===== src/rtl/id_ctrl_pipe_pkg.sv =====
// id_ctrl_pipe_pkg
//   Shared definitions for the ID-stage control pipe: opcode/funct constants,
//   ALU-op and destination codes, default bus widths, the FSM state type and
//   the packed control word that crosses the ID/EX boundary.
package id_ctrl_pipe_pkg;

    localparam int DEFAULT_OP_BUS_SIZE     = 6;
    localparam int DEFAULT_FUNCT_BUS_SIZE  = 6;
    localparam int DEFAULT_REG_ADDR_SIZE   = 5;
    localparam int DEFAULT_ALU_OP_BUS_SIZE = 3;

    localparam logic [5:0] OP_RTYPE = 6'b000000;
    localparam logic [5:0] OP_J     = 6'b000010;
    localparam logic [5:0] OP_JAL   = 6'b000011;
    localparam logic [5:0] OP_BEQ   = 6'b000100;
    localparam logic [5:0] OP_BNE   = 6'b000101;
    localparam logic [5:0] OP_ADDI  = 6'b001000;
    localparam logic [5:0] OP_SLTI  = 6'b001010;
    localparam logic [5:0] OP_ANDI  = 6'b001100;
    localparam logic [5:0] OP_ORI   = 6'b001101;
    localparam logic [5:0] OP_XORI  = 6'b001110;
    localparam logic [5:0] OP_LUI   = 6'b001111;
    localparam logic [5:0] OP_LW    = 6'b100011;
    localparam logic [5:0] OP_SW    = 6'b101011;
    localparam logic [5:0] OP_HALT  = 6'b111111;

    localparam logic [5:0] FN_JR    = 6'b001000;

    localparam logic [2:0] ALU_ADD   = 3'b000;
    localparam logic [2:0] ALU_SUB   = 3'b001;
    localparam logic [2:0] ALU_FUNCT = 3'b010;
    localparam logic [2:0] ALU_AND   = 3'b011;
    localparam logic [2:0] ALU_OR    = 3'b100;
    localparam logic [2:0] ALU_XOR   = 3'b101;
    localparam logic [2:0] ALU_LUI   = 3'b110;
    localparam logic [2:0] ALU_SLT   = 3'b111;

    localparam logic [1:0] DEST_RT = 2'b00;
    localparam logic [1:0] DEST_RD = 2'b01;
    localparam logic [1:0] DEST_RA = 2'b10;

    typedef enum logic {
        ST_RUN    = 1'b0,
        ST_HALTED = 1'b1
    } state_e;

    typedef struct packed {
        logic       reg_write;
        logic       mem_to_reg;
        logic       mem_read;
        logic       mem_write;
        logic       branch_eq;
        logic       branch_ne;
        logic       jump;
        logic       jump_reg;
        logic       alu_src;
        logic [1:0] dest;
        logic [2:0] alu_op;
    } ctrl_t;

    localparam ctrl_t CTRL_BUBBLE = '0;

    // R-type functs the EX-stage ALU actually implements (plus JR).
    function automatic logic r_funct_legal(input logic [5:0] funct);
        case (funct)
            6'b000000, 6'b000010, 6'b000011,                  // sll srl sra
            6'b000100, 6'b000110, 6'b000111,                  // sllv srlv srav
            6'b001000,                                        // jr
            6'b100000, 6'b100001, 6'b100010, 6'b100011,       // add addu sub subu
            6'b100100, 6'b100101, 6'b100110, 6'b100111,       // and or xor nor
            6'b101010, 6'b101011:                             // slt sltu
                return 1'b1;
            default:
                return 1'b0;
        endcase
    endfunction

endpackage


===== src/rtl/id_ctrl_pipe_hazard.sv =====
// id_hazard_unit
//   Combinational load-use detector. Flags when the load currently in EX
//   writes a register the ID instruction is about to read.
// Ports
//   i_ex_mem_read  EX instruction is a load
//   i_ex_rt        load destination register
//   i_rs, i_rt     ID source registers
//   i_uses_rt      ID instruction actually reads rt
//   o_hz           load-use hazard present
module id_hazard_unit #(
    parameter int REG_ADDR_SIZE = 5
) (
    input  logic                     i_ex_mem_read,
    input  logic [REG_ADDR_SIZE-1:0] i_ex_rt,
    input  logic [REG_ADDR_SIZE-1:0] i_rs,
    input  logic [REG_ADDR_SIZE-1:0] i_rt,
    input  logic                     i_uses_rt,
    output logic                     o_hz
);

    // $zero is never a real dependency, so a load into r0 never stalls.
    assign o_hz = i_ex_mem_read
                & (i_ex_rt != '0)
                & ((i_ex_rt == i_rs) | ((i_ex_rt == i_rt) & i_uses_rt));

endmodule


===== src/rtl/id_ctrl_pipe.sv =====
// id_ctrl_pipe
//   ID-stage control: decodes op/funct, detects load-use hazards, and
//   registers the control word into the ID/EX boundary. Stall, flush and the
//   HALTED state all turn the issued word into a bubble (all zero).
//   Optional build macro ID_CTRL_ILLEGAL_TRAP_EN: unlisted opcodes and
//   unsupported R functs bubble, set sticky o_illegal and halt the pipe.
//
//   FSM states
//   state     | meaning
//   ST_RUN    | normal decode/issue
//   ST_HALTED | HALT (or trap) seen; only bubbles issued until reset
//
// Ports
//   i_clk, i_reset           clock, synchronous active-high reset
//   i_enable                 pipeline advance; 0 holds every register
//   i_flush                  kill the instruction currently in ID
//   i_op, i_funct            instruction fields from IF/ID
//   i_rs, i_rt               source register addresses from IF/ID
//   i_ex_mem_read, i_ex_rt   load currently in EX and its destination
//   o_stall                  combinational hold for PC and IF/ID
//   o_halted                 sticky HALTED indication
//   o_illegal                (trap build only) sticky illegal-instruction flag
//   o_ex_*                   registered ID/EX control word
module id_ctrl_pipe
    import id_ctrl_pipe_pkg::*;
#(
    parameter int OP_BUS_SIZE     = DEFAULT_OP_BUS_SIZE,
    parameter int FUNCT_BUS_SIZE  = DEFAULT_FUNCT_BUS_SIZE,
    parameter int REG_ADDR_SIZE   = DEFAULT_REG_ADDR_SIZE,
    parameter int ALU_OP_BUS_SIZE = DEFAULT_ALU_OP_BUS_SIZE
) (
    input  logic                       i_clk,
    input  logic                       i_reset,
    input  logic                       i_enable,
    input  logic                       i_flush,
    input  logic [OP_BUS_SIZE-1:0]     i_op,
    input  logic [FUNCT_BUS_SIZE-1:0]  i_funct,
    input  logic [REG_ADDR_SIZE-1:0]   i_rs,
    input  logic [REG_ADDR_SIZE-1:0]   i_rt,
    input  logic                       i_ex_mem_read,
    input  logic [REG_ADDR_SIZE-1:0]   i_ex_rt,
    output logic                       o_stall,
    output logic                       o_halted,
`ifdef ID_CTRL_ILLEGAL_TRAP_EN
    output logic                       o_illegal,
`endif
    output logic                       o_ex_reg_write,
    output logic                       o_ex_mem_to_reg,
    output logic                       o_ex_mem_read,
    output logic                       o_ex_mem_write,
    output logic                       o_ex_branch_eq,
    output logic                       o_ex_branch_ne,
    output logic                       o_ex_jump,
    output logic                       o_ex_jump_reg,
    output logic                       o_ex_alu_src,
    output logic [1:0]                 o_ex_dest,
    output logic [ALU_OP_BUS_SIZE-1:0] o_ex_alu_op
);

    state_e state_q, state_d;
    ctrl_t  ctrl_q, ctrl_d;
    ctrl_t  dec;
    logic   uses_rt;
    logic   is_halt;
    logic   trap_hit;
    logic   hz;
    logic   advance;

`ifdef ID_CTRL_ILLEGAL_TRAP_EN
    logic   illegal_op;
    logic   illegal_q, illegal_d;
`endif

    // ---------------- decode ----------------
    always_comb begin
        dec     = CTRL_BUBBLE;
        uses_rt = 1'b0;
        is_halt = 1'b0;
`ifdef ID_CTRL_ILLEGAL_TRAP_EN
        illegal_op = 1'b0;
`endif
        case (i_op)
            OP_RTYPE: begin
                uses_rt = 1'b1;
                if (i_funct == FN_JR) begin
                    dec.jump_reg = 1'b1;
                end else begin
                    dec.reg_write = 1'b1;
                    dec.dest      = DEST_RD;
                    dec.alu_op    = ALU_FUNCT;
                end
`ifdef ID_CTRL_ILLEGAL_TRAP_EN
                illegal_op = ~r_funct_legal(i_funct);
`endif
            end
            OP_LW: begin
                dec.mem_read   = 1'b1;
                dec.reg_write  = 1'b1;
                dec.mem_to_reg = 1'b1;
                dec.alu_src    = 1'b1;
                dec.alu_op     = ALU_ADD;
                dec.dest       = DEST_RT;
            end
            OP_SW: begin
                uses_rt       = 1'b1;
                dec.mem_write = 1'b1;
                dec.alu_src   = 1'b1;
                dec.alu_op    = ALU_ADD;
            end
            OP_BEQ: begin
                uses_rt       = 1'b1;
                dec.branch_eq = 1'b1;
                dec.alu_op    = ALU_SUB;
            end
            OP_BNE: begin
                uses_rt       = 1'b1;
                dec.branch_ne = 1'b1;
                dec.alu_op    = ALU_SUB;
            end
            OP_ADDI, OP_SLTI, OP_ANDI, OP_ORI, OP_XORI, OP_LUI: begin
                dec.reg_write = 1'b1;
                dec.alu_src   = 1'b1;
                dec.dest      = DEST_RT;
                case (i_op)
                    OP_SLTI: dec.alu_op = ALU_SLT;
                    OP_ANDI: dec.alu_op = ALU_AND;
                    OP_ORI:  dec.alu_op = ALU_OR;
                    OP_XORI: dec.alu_op = ALU_XOR;
                    OP_LUI:  dec.alu_op = ALU_LUI;
                    default: dec.alu_op = ALU_ADD;
                endcase
            end
            OP_J: begin
                dec.jump = 1'b1;
            end
            OP_JAL: begin
                dec.jump      = 1'b1;
                dec.reg_write = 1'b1;
                dec.dest      = DEST_RA;
            end
            OP_HALT: begin
                is_halt = 1'b1;
            end
            default: begin
`ifdef ID_CTRL_ILLEGAL_TRAP_EN
                illegal_op = 1'b1;
`endif
            end
        endcase
    end

`ifdef ID_CTRL_ILLEGAL_TRAP_EN
    assign trap_hit = illegal_op;
`else
    assign trap_hit = 1'b0;
`endif

    id_hazard_unit #(
        .REG_ADDR_SIZE (REG_ADDR_SIZE)
    ) u_hazard (
        .i_ex_mem_read (i_ex_mem_read),
        .i_ex_rt       (i_ex_rt),
        .i_rs          (i_rs),
        .i_rt          (i_rt),
        .i_uses_rt     (uses_rt),
        .o_hz          (hz)
    );

    // A flush already discards the ID instruction, so holding it would be wasted.
    assign o_stall = hz & ~i_flush & (state_q == ST_RUN);

    // The ID instruction really takes effect this edge.
    assign advance = i_enable & ~i_flush & ~o_stall & (state_q == ST_RUN);

    // ---------------- state register ----------------
    always_ff @(posedge i_clk) begin
        if (i_reset) begin
            state_q <= ST_RUN;
            ctrl_q  <= CTRL_BUBBLE;
`ifdef ID_CTRL_ILLEGAL_TRAP_EN
            illegal_q <= 1'b0;
`endif
        end else begin
            state_q <= state_d;
            ctrl_q  <= ctrl_d;
`ifdef ID_CTRL_ILLEGAL_TRAP_EN
            illegal_q <= illegal_d;
`endif
        end
    end

    // ---------------- next state ----------------
    always_comb begin
        state_d = state_q;
        if (advance & (is_halt | trap_hit)) begin
            state_d = ST_HALTED;
        end
    end

    // ---------------- outputs ----------------
    always_comb begin
        ctrl_d = ctrl_q;
        if (i_enable) begin
            if (advance & ~is_halt & ~trap_hit) begin
                ctrl_d = dec;
            end else begin
                ctrl_d = CTRL_BUBBLE;
            end
        end
    end

`ifdef ID_CTRL_ILLEGAL_TRAP_EN
    assign illegal_d = illegal_q | (advance & trap_hit);
    assign o_illegal = illegal_q;
`endif

    assign o_halted        = (state_q == ST_HALTED);
    assign o_ex_reg_write  = ctrl_q.reg_write;
    assign o_ex_mem_to_reg = ctrl_q.mem_to_reg;
    assign o_ex_mem_read   = ctrl_q.mem_read;
    assign o_ex_mem_write  = ctrl_q.mem_write;
    assign o_ex_branch_eq  = ctrl_q.branch_eq;
    assign o_ex_branch_ne  = ctrl_q.branch_ne;
    assign o_ex_jump       = ctrl_q.jump;
    assign o_ex_jump_reg   = ctrl_q.jump_reg;
    assign o_ex_alu_src    = ctrl_q.alu_src;
    assign o_ex_dest       = ctrl_q.dest;
    assign o_ex_alu_op     = ctrl_q.alu_op;

endmodule


===== config.mk =====
export PLATFORM = sky130hd
export DESIGN_NAME = id_ctrl_pipe
export DESIGN_NICKNAME = d
export VERILOG_FILES = /design/src/rtl/id_ctrl_pipe_pkg.sv /design/src/rtl/id_ctrl_pipe_hazard.sv /design/src/rtl/id_ctrl_pipe.sv
export SDC_FILE = /design/constraint.sdc
export NUM_CORES = 1
export LEC_CHECK = 0
export BUFFER_PORTS_ARGS = -buffer_cell sky130_fd_sc_hd__buf_2
export CAP_MARGIN = 0
export CORE_MARGIN = 5
export CORE_UTILIZATION = 46
export CTS_CLUSTER_DIAMETER = 100
export DETAILED_ROUTE_END_ITERATION = 8
export PLACE_DENSITY = 0.83
export SLEW_MARGIN = 20
export SYNTH_ARGS = -nofsm -noshare
export SYNTH_HDL_FRONTEND = slang
export SYNTH_SLANG_ARGS = --single-unit

===== constraint.sdc =====
create_clock -name i_clk -period 3 [get_ports i_clk]
set_input_delay 0.15 -clock i_clk [delete_from_list [all_inputs] [get_ports i_clk]]
set_output_delay 0.15 -clock i_clk [all_outputs]
set_load 0.02 [all_outputs]

Word-level counts from Yosys, hierarchy flattened
Cells that the tools add are included.

word-level totals
  output and inout bits = 16
  logic and storage cells = 68
  register bits = 15
  input bits = 32

cells by class
  equal/unequal tests = 16
  multiplexer cells = 17
  reductions and logical operators = 8
  bitwise gates (word level) = 15

operator list
  cell                number
  $eq 6x4->1 const B  7
  $eq 6x6->1 const B  3
  $reduce_or 8->1     2
  $pmux 3 s5          1
  $mux 14             1
  $eq 6x2->1 const B  2
  $eq 6x3->1 const B  2
  $and 1x1->1         10
  $eq 5x5->1          2
  $mux 1              10
  $pmux 3 s3          1
  $logic_not 6->1     1
  $reduce_or 6->1     1
  $reduce_bool 5->1   1
  $mux 4              1
  $not 1->1           4
  $pmux 2 s2          1
  $reduce_or 2->1     2
  $reduce_or 4->1     1
  $mux 2              1
  $pmux 1 s2          1
  $or 1x1->1          1

Logic depth before layout (Yosys ltp)
  depth in word-level cells = 13
  gate-level depth with buffers = 7
  depth with buffers taken out = 5

Hierarchy
A second synthesis with hierarchy kept.

second synthesis, totals
  cells, all modules = 102
  area, all modules = 840.8 sq um

by module, submodules not included
  module          area each (sq um)  cells an instance  sequential area each (sq um)  times used
  id_ctrl_pipe    708.2              85                 280.3                         1
  id_hazard_unit  132.6              17                 0.0                           1

Least setup slack after synthesis
No wires, ideal clock.

  path kind = register to register
  start point = reg state_q (netlist: o_halted)
  end point = reg ctrl_q, in the netlist o_ex_mem_to_reg
  period minus slack after synthesis = 1789 ps
  path slack = 1211 ps
  path buffers = 1
  setup time = 117 ps
  arrival = 1671 ps
  data required time = 2883 ps
  stages on the path, launching flop included = 7
  cells stage by stage = dfxtp_1 > nor2_1 > o211ai_1 > or4_1 > and4_4 > buf_6 > a32o_1

between the ends
  longest elaborated chain between the ends = 7

RTL lines
  item                    RTL line                                  text
  start, declared         id_ctrl_pipe.sv:60                        state_e state_q, state_d;
  start signal, assigned  id_ctrl_pipe.sv:184                       state_q <= state_d;
  $not 1->1 *             id_ctrl_pipe.sv:170, id_ctrl_pipe.sv:173
  $and 1x1->1             id_ctrl_pipe.sv:170                       assign o_stall = hz & ~i_flush & (state_q == ST_RUN);
  $not 1->1               id_ctrl_pipe.sv:173                       assign advance = i_enable & ~i_flush & ~o_stall & (state_q == ST_RUN);
  $and 1x1->1             id_ctrl_pipe.sv:173
  $and 1x1->1 *           id_ctrl_pipe.sv:173
  $and 1x1->1 *           id_ctrl_pipe.sv:204                       if (advance & ~is_halt & ~trap_hit) begin
  $mux 14 *               id_ctrl_pipe.sv:204
  end signal, assigned    id_ctrl_pipe.sv:185                       ctrl_q <= ctrl_d;
  end, declared           id_ctrl_pipe.sv:61                        ctrl_t ctrl_q, ctrl_d;

Mark *: on every way between the ends. The rest lies on a longest branch, timed or not.
A chain may end at the register's enable or synchronous reset.

Worst setup path in the final report
  start point = reg state_q (netlist: o_halted)
  end point = out o_stall

between the ends
  longest elaborated chain between the ends = 2

RTL lines
  item           RTL line             text
  $not 1->1      id_ctrl_pipe.sv:170
  $and 1x1->1    id_ctrl_pipe.sv:170
  end, declared  id_ctrl_pipe.sv:42   output logic o_stall,

Every way passes these cells.

==> flow_summary.ini <==
[status]
outcome = complete, no violations

[place]
place_area_um2 = 1070
place_congestion = 0.793
io_buffers = 47
place_hpwl_mm = 1.79

[sta]
worstMarginPinSlew_ns = 0.792
setup_violations = 0
hold_violations = 0
timing.hold.ws_ns = 0.0515
fin_worst_skew_ns = 0.00228
fmax_mhz = 537
relSlewSlack_pct = 47.0
period_minus_slack_ns = 1.86
finalSetupTns_ns = 0
rsz0062_at_grt = false
period_share_pct = 62.1
maxSlewViolCount = 0

[floorplan]
io_pins = 48
core-area_um2 = 1750
die-area_um2 = 2800
die_h_um = 52.9
rows = 15
fp.dieW_um = 52.9
start_util_pct = 48.5

[drt]
dr.pass1.iters = 4
antenna_left = 0
drc_errors = 0
drt_wl_total_mm = 2.18
vias = 913
wl_per_cell_um = 13.3
drt-initial-drc-count = 19
avgViaCountPerCell = 5.57

[clock_network]
hold_buffers = 0
cts_resized = 0
cts_tree = yes
clk_latency_ns = 0.28
root_buffer = clkbuf_4
cts-buffers-inserted = 3
clockBufferDepth = 2
numClockSinks = 14
clkSlewWorstSetupHoldPaths_ns = 0.08
h-tree-depth = 1
postCtsSetupBuffers = 0

[critical_path]
max_stage_delay_ns = 0.60
r2r_slack_ns = 1.21
startpoint = o_halted$_SDFFE_PP0P_
startpoint_type = flop
worstPathArrival_ns = 1.71
cp-end-kind = primary output
critical_path_peak_fanout = 4
reg2reg_from = o_halted$_SDFFE_PP0P_
rr_endpoint = o_ex_dest[1]$_SDFFE_PP0P_
cp_slowest_cell = or4_1
crit_type = flop to primary output
worstSetupEndpoint = o_stall
required_ns = 2.85
reg2regPathDepth = 5
cp_cell_sequence = nor2_1, o211ai_1, or4_1, nand2_1, buf_2

[power]
pwr-share-clk_pct = 34.0
seq_power_share_pct = 47.3
p_sw_share_pct = 25.2
powerDensity_nw_per_um2 = 356
power.leakage_nw = 0.519
p_sw_mw = 0.0995
comb_power_share_pct = 18.6
intPower_mw = 0.295
total_power_mw = 0.394
max-vdd-ir-drop_mv = 0.215

[synthesis]
syn-cell-area_um2 = 846
synth_top_area_cell = dfxtp_1
yosysUniqueCellTypes = 34
ys_top_cells_by_area = dfxtp_1, a32o_1, xnor2_1
synth_flop_cell = dfxtp_1
yosysMostFrequentCell = dfxtp_1
synth_cells = 95
async_flop_share_pct = 0
synthTopCellsByCount = dfxtp_1, nor3_1, xnor2_1, a32o_1, nand2_1
yosys_register_bits = 14
synth_edf_count = 0
synth.top_cell.area_share_pct = 33.1
yosysWarnings = 0
synth_area_per_cell_um2 = 8.90
syn_nets = 127
ys_seq_area_share_pct = 33.1

[final_layout]
syn_to_final_growth_pct = 30.9
layout.nets = 172
fin_area_um2 = 1110
drive_gt1_share_pct = 41.0
antennaDiodeCount = 0
fillers = 168
largest_reg_flops = 3
final_util_pct = 63.4

[global_routing]
grt_usage_pct = 16.9
first_global_vias = 837
grt_pass1_wl_mm = 3.44
grt_max_degree = 14
antenna_found_initial = 0
grt_overflow = 0

[flow_run]
max_cap_viol_count = 0

[min_path]
worstHoldPathType = primary input to flop
-- kinds of logic (layout without fill, tap and decap cells) --
| logic type | Yosys count | count (layout) | synth area share, % |
|---|---|---|---|
| flip-flops | 14 | 14 | 33.1 |
| AO/OA/AOI/OAI | 21 | 21 | 21.5 |
| multiplexers | 1 | 1 | 1.18 |
| buffers and inverters | 7 | 51 | 4.88 |
| XOR/XNOR | 10 | 10 | 10.4 |
| AND/OR/NAND/NOR | 42 | 42 | 29.0 |
-- stage by stage --
stage,instances,setup WS [ns]
6_report,164,1.14
5_1_grt,164,1.03
4_1_cts,164,1.14
3_5_place_dp,160,1.15
3_3_place_gp,160,1.22
2_1_floorplan,95,1.21
-- layout by cell type (no fill, tap or decap), types with 2 or more instances in the layout --
master	count
buf_2	47
dfxtp_1	14
nor3_1	8
xnor2_1	8
nand2_1	7
a32o_1	7
a22o_1	5
nand2b_1	4
nor2_1	4
nor2b_1	3
o21ai_0	3
clkbuf_4	3
or4_1	2
nand3_1	2
xor2_1	2
and2_1	2
-- worst max-delay path: cells and delay by family (launching register included) --
family / cells / cell delay, ns
flops: 1 / 0.34
compound gates: 1 / 0.11
buf+inv: 1 / 0.16
simple gates: 3 / 0.82
-- how the worst min path moves through the flow --
stage / slack (ns) / cells after the start / to / startpoint
2_1_floorplan: 0.22 / 1 / o_halted$_SDFFE_PP0P_ / i_reset
3_3_place_gp: 0.34 / 2 / o_halted$_SDFFE_PP0P_ / i_reset
3_5_place_dp: 0.35 / 2 / o_halted$_SDFFE_PP0P_ / i_reset
4_1_cts: 0.05 / 2 / o_halted$_SDFFE_PP0P_ / i_reset
5_1_grt: 0.05 / 2 / o_halted$_SDFFE_PP0P_ / i_reset
6_report: 0.05 / 2 / o_halted$_SDFFE_PP0P_ / i_reset
-- final cells by class --
type	count	area [µm²]	share of cell area, %
multi-input combinational	74	524	47.3
clock buffer	4	36.3	3.28
timing repair buffer	47	235	21.2
sequential	14	280	25.3
tap	25	31.3	2.82
-- power by group through the flow --
stage	Sequential [mW]	Clock, mW	Combinational (mW)
2_1_floorplan	0.192	0	0.0415
3_3_place_gp	0.191	0	0.0711
3_5_place_dp	0.191	0	0.0732
4_1_cts	0.187	0.137	0.0736
5_1_grt	0.187	0.147	0.0808
6_report	0.187	0.134	0.0734
-- per-layer routing --
layer  wire length (µm)  vias up  GRT usage (%)
met3                169        9           4.51
met5                  0        -              0
met4                 49        0           6.38
met2               1020       51           30.2
li1                   -      448              -
met1                940      405           18.8
(Power assumes the default switching activity.)
